==> config.mk <==
export PLATFORM = sky130hd
export DESIGN_NAME = dram_load_ctl
export DESIGN_NICKNAME = d
export VERILOG_FILES = /design/src/rtl/dram_load_ctl.sv
export SDC_FILE = /design/constraint.sdc
export NUM_CORES = 1
export LEC_CHECK = 0
export BUFFER_PORTS_ARGS = -buffer_cell sky130_fd_sc_hd__buf_2
export CAP_MARGIN = 20
export CORE_AREA = 2 2 79 81
export CTS_BUF_LIST = sky130_fd_sc_hd__clkbuf_2 sky130_fd_sc_hd__clkbuf_4 sky130_fd_sc_hd__clkbuf_8
export DETAILED_ROUTE_END_ITERATION = 10
export DIE_AREA = 0 0 81 83
export PLACE_DENSITY = 0.69
export SLEW_MARGIN = 20
export SYNTH_ARGS = -nofsm -noshare
export SYNTH_HDL_FRONTEND = slang
export SYNTH_SLANG_ARGS = --single-unit
==> constraint.sdc <==
create_clock -name clk -period 1.6 [get_ports clk]
set_input_delay 0.32 -clock clk [delete_from_list [all_inputs] [get_ports clk]]
set_output_delay 0.32 -clock clk [all_outputs]
set_load 0.05 [all_outputs]
==> src/rtl/dram_load_ctl.sv <==
`default_nettype none
// ============================================================================
// Module   : dram_load_ctl
// Function : diagnostic load/readback controller for the instruction dispatch
//            RAM; lookups always own the RAM port, diagnostic accesses wait.
// Revision : 1.0
// ============================================================================
module dram_load_ctl #(
    parameter int AUTO_PAR = 1,
    parameter int RD_LAT   = 1
) (
    input  logic        clk,
    input  logic        rst_n,
    input  logic        diag_strobe,
    input  logic [2:0]  diag_func,
    input  logic [5:0]  diag_data,
    input  logic        lookup_req,
    input  logic [8:0]  lookup_adr,
    output logic [8:0]  ram_adr,
    output logic        ram_we,
    output logic [14:0] ram_din,
    input  logic [14:0] ram_dout,
    output logic [14:0] rd_data,
    output logic        rd_valid,
    output logic        busy,
    output logic        par_err,
    output logic [8:0]  wr_adr
);

    typedef enum logic [2:0] {
        S_IDLE    = 3'd0,
        S_WR_PEND = 3'd1,
        S_WR      = 3'd2,
        S_RD_PEND = 3'd3,
        S_RD_WAIT = 3'd4,
        S_RD_CAP  = 3'd5
    } state_t;

    localparam logic c_wait_last = (RD_LAT == 2);

    state_t      r_state;
    logic [14:0] r_stage;   // [14:9]=A,B  [8]=P  [7:4]=J1:4  [3:0]=J7:10
    logic        r_cnt;
    logic        w_par;

    assign busy    = (r_state != S_IDLE);
    assign ram_we  = (r_state == S_WR) && !lookup_req;
    assign ram_adr = lookup_req ? lookup_adr : wr_adr;
    assign w_par   = ~^{r_stage[14:9], r_stage[7:0]};
    assign ram_din = {r_stage[14:9], (AUTO_PAR != 0) ? w_par : r_stage[8], r_stage[7:0]};

    always_ff @(posedge clk or negedge rst_n) begin
        if (!rst_n) begin
            r_state  <= S_IDLE;
            r_stage  <= '0;
            r_cnt    <= 1'b0;
            wr_adr   <= '0;
            rd_data  <= '0;
            rd_valid <= 1'b0;
            par_err  <= 1'b0;
        end else begin
            case (r_state)
                S_IDLE: begin
                    if (diag_strobe) begin
                        rd_valid <= 1'b0;
                        case (diag_func)
                            3'b000: wr_adr        <= {diag_data, 3'b000};
                            3'b001: wr_adr[2:0]   <= diag_data[2:0];
                            3'b010: r_stage[14:9] <= diag_data;
                            3'b011: r_stage[8:4]  <= diag_data[4:0];
                            3'b100: begin
                                r_stage[3:0] <= diag_data[3:0];
                                r_state      <= S_WR_PEND;
                            end
                            3'b101: r_state <= S_RD_PEND;
                            3'b110: par_err <= 1'b0;
                            default: ;
                        endcase
                    end
                end
                S_WR_PEND: begin
                    if (!lookup_req) r_state <= S_WR;
                end
                S_WR: begin
                    // A lookup arriving in this cycle masks ram_we, so the write is retried.
                    if (!lookup_req) begin
                        wr_adr  <= wr_adr + 9'd1;
                        r_state <= S_IDLE;
                    end
                end
                S_RD_PEND: begin
                    if (!lookup_req) begin
                        r_cnt   <= 1'b0;
                        r_state <= S_RD_WAIT;
                    end
                end
                S_RD_WAIT: begin
                    if (r_cnt == c_wait_last) r_state <= S_RD_CAP;
                    else                      r_cnt   <= 1'b1;
                end
                S_RD_CAP: begin
                    rd_data  <= ram_dout;
                    rd_valid <= 1'b1;
                    par_err  <= par_err | ~^ram_dout;
                    wr_adr   <= wr_adr + 9'd1;
                    r_state  <= S_IDLE;
                end
                default: r_state <= S_IDLE;
            endcase
        end
    end

endmodule
`default_nettype wire
==> results.py <==
metrics = {
    "run_status": {
        "status": "complete, but fails checks",
        "violations": "negative setup slack",
    },
    "sta": {
        "period_share_pct": 120,
        "fmax_mhz": 521,
        "finalHoldViolCount": 0,
        "finClkSkew_ps": 10.9,
        "setup_viol": 27,
        "worstMarginPinSlew_ps": 328,
        "max_slew_margin_pct": 77.9,
        "fin_crit_ps": 1920,
        "layout_setup_ws_ps": -320,
        "rsz0062_at_grt": "true",
        "slew_violations": 0,
    },
    "clock_tree": {
        "cts.path.max_buffers": 2,
        "cts_htree_levels": 2,
        "root_buffer": "clkbuf_8",
        "cts_buffers": 5,
        "cts_tree": "yes",
        "cts_num_sinks": 43,
        "clk_pin_slew_ps": 90,
        "clock_latency_ps": 310,
    },
    "yosys": {
        "synth.avg_cell_area_sq_um": 9.75,
        "yosysTopAreaCellShare_pct": 46.6,
        "synth_top_family_by_area": "simple AND/OR/NAND/NOR gates",
        "yosysWarnings": 0,
        "synthSimpleGateAreaFrac_pct": 18.1,
        "muxShareOfSynthArea_pct": 11.6,
        "synth-seq-area-share_pct": 46.6,
        "syn-cell-area_sq_mm": 0.00231,
        "synthAdderAreaFrac_pct": 0.542,
        "synth_compound_area_share_pct": 10.1,
        "ys_ff_latch": 43,
        "synthesis.nets": 275,
        "yosysTopAreaCell": "dfrtp_1",
        "synth_xor_xnor_area_share_pct": 10.2,
        "netlist-cell-type-count": 37,
        "synthCells": 237,
        "synth_area_leaders": "dfrtp_1, mux2_2, nand2_1",
    },
    "global_route": {
        "antenna_found_initial": 0,
        "grt-ovfl-total": 0,
        "grt_usage_pct": 18.5,
        "grt_pass1_wl_mm": 9.72,
        "grt_pass1_vias": 2119,
        "grt_max_degree": 44,
    },
    "worst_setup_path": {
        "required_ps": 1280,
        "timing.rr.start": "r_state[0]",
        "cp-end-kind": "primary output",
        "startpoint": "r_stage[11]",
        "critPathArrivalTime_ps": 1600,
        "critPathLaunchType": "register",
        "ff2ff_path_depth": 5,
        "crit_fanout": 2,
        "setup.worst_path.class": "register to primary output",
    },
    "floorplan": {
        "core-area_sq_mm": 0.00582,
        "start_util_pct": 39.7,
        "die_w_microns": 81,
        "dieArea_sq_mm": 0.00672,
        "rows": 28,
        "die_height_microns": 83,
        "pin_count": 89,
    },
    "min_path": {
        "holdCritStartpoint": "ram_dout[7]",
        "min_path_type": "input port to register",
        "holdPathStages": 3,
    },
    "detailed_routing": {
        "first_pass_iters": 4,
        "drtAntennaViolNets": 0,
        "vias_per_cell": 4.99,
        "routed-via-count": 2225,
        "drc": 0,
        "wl_per_cell_microns": 14.3,
        "routed_wl_mm": 6.37,
        "drtIter0Drc": 89,
    },
    "finish": {
        "syn2layout_area_growth_pct": 57.6,
        "drive_gt1_share_pct": 58.2,
        "final_cells": 446,
        "n_antenna_cell": 0,
        "final_util_pct": 62.6,
        "fin_nets": 408,
    },
    "run": {
        "maxCapViolations": 0,
    },
    "place": {
        "dp.cells": 420,
        "port_buffers": 88,
        "place.gp.congestion": 0.740,
        "dp_hpwl_mm": 4.39,
    },
}
-- metal layers --
layer  share of wire (%)  GRT usage (%)
met1                  41           22.4
met2                  50           30.4
met3                 7.1           5.76
met4                 2.0           6.78
met5                   0              0
-- cell families (layout without fill, tap and decap cells) --
| logic type | after synthesis | after routing |
|---|---|---|
| AO/OA/AOI/OAI | 38 | 38 |
| XOR/XNOR | 27 | 27 |
| adder cells (fa/ha/maj) | 1 | 1 |
| buffers and inverters | 14 | 148 |
| flip-flops | 43 | 43 |
| multiplexers | 24 | 24 |
| AND/OR/NAND/NOR | 90 | 90 |
-- synthesized netlist by cell type (all sizes together) --
| library cell | instances |
|---|---|
| xor2 | 4 |
| dfrtp | 43 |
| mux2i | 1 |
| nand2 | 54 |
| nand2b | 2 |
| a21o | 2 |
| nand4 | 1 |
| o22ai | 3 |
| or3 | 1 |
| xnor2 | 23 |
| o2bb2ai | 2 |
| and3b | 1 |
| nor3b | 3 |
| a31o | 1 |
| a21oi | 13 |
| a31oi | 2 |
| nand3 | 6 |
| clkbuf | 5 |
| inv | 2 |
| nor2b | 3 |
| and3 | 2 |
| nand3b | 2 |
| ha | 1 |
| o32ai | 1 |
| nor3 | 3 |
| mux2 | 23 |
| buf | 7 |
| nor2 | 10 |
| a2bb2oi | 3 |
| and2 | 1 |
| nand4b | 1 |
| o21a | 2 |
| o21ai | 9 |
-- per-stage QoR --
step                worst slack (ps)  hold WS, ps  TNS [ps]  cell area (sq um)
floorplan                       -171         24.4     -1880               2400
global placement               -74.4          316      -478               3120
detailed placement              -103          319      -951               3120
CTS                             -336          224     -2070               3390
global route                    -398          242     -4700               3640
finish                          -320          227     -3000               3640
-- registers in the layout, indices dropped and copies added, names as in the netlist --
register  cells
par_err       1
r_state       3
wr_adr        9
r_stage      14
rd_data      15
rd_valid      1
-- repair_timing --
item | 4_1_cts | 5_1_grt
gates cloned | 0 | 1
endpoints found under the setup margin | 23 | 28
gates resized for setup | 20 | 45
pin swaps | 6 | 12
setup buffers | 8 | 10
hold buffers | 1 | 0
hold endpoints to repair | 34 | 0
-- path summary, 6_finish.rpt --
check                              end  slack (ps)
max                         ram_din[8]        -320
min                         rd_data[7]         230
max reg2reg                r_stage[10]        -160
min reg2reg                 rd_data[0]         480
max in group asynchronous  r_stage[10]         850
min in group asynchronous  rd_data[12]         530
-- area by class of cell --
| cell class | instances | area, sq um |
|---|---|---|
| Clock buffer | 6 | 82.6 |
| Clock inverter | 2 | 35.0 |
| Fill cell | 493 | 2170 |
| Inverter | 2 | 7.51 |
| Multi-Input combinational cell | 180 | 1410 |
| Sequential cell | 43 | 1090 |
| Tap cell | 75 | 93.8 |
| Timing Repair Buffer | 138 | 925 |
-- worst max-delay path, stage by stage, from the launching register on --
cell and delay [ps]:
dfrtp_2 430, xnor2_2 220, xnor2_2 150, xnor2_1 160, xnor2_1 140, buf_4 210
-- cell usage in the layout, fill, tap and decap left out, types with 3 or more instances in the layout --
cell        n
buf_6      17
nor2_4      3
o21ai_1     5
a21oi_4     3
nor2_1      6
nand3_1     5
a2bb2oi_2   3
xnor2_2     4
dfrtp_2    13
buf_2      86
o21ai_0     3
mux2_4      4
nor2b_1     3
a21oi_2     4
xnor2_1    19
clkbuf_8    6
a21oi_1     6
dfrtp_1    30
mux2_2     19
nand2_1    52
xor2_1      4
buf_12      3
buf_4      31
Power is left out: the tool's default activity adds up to more than one toggle a clock period on the data nets, which glitch-free logic cannot reach.
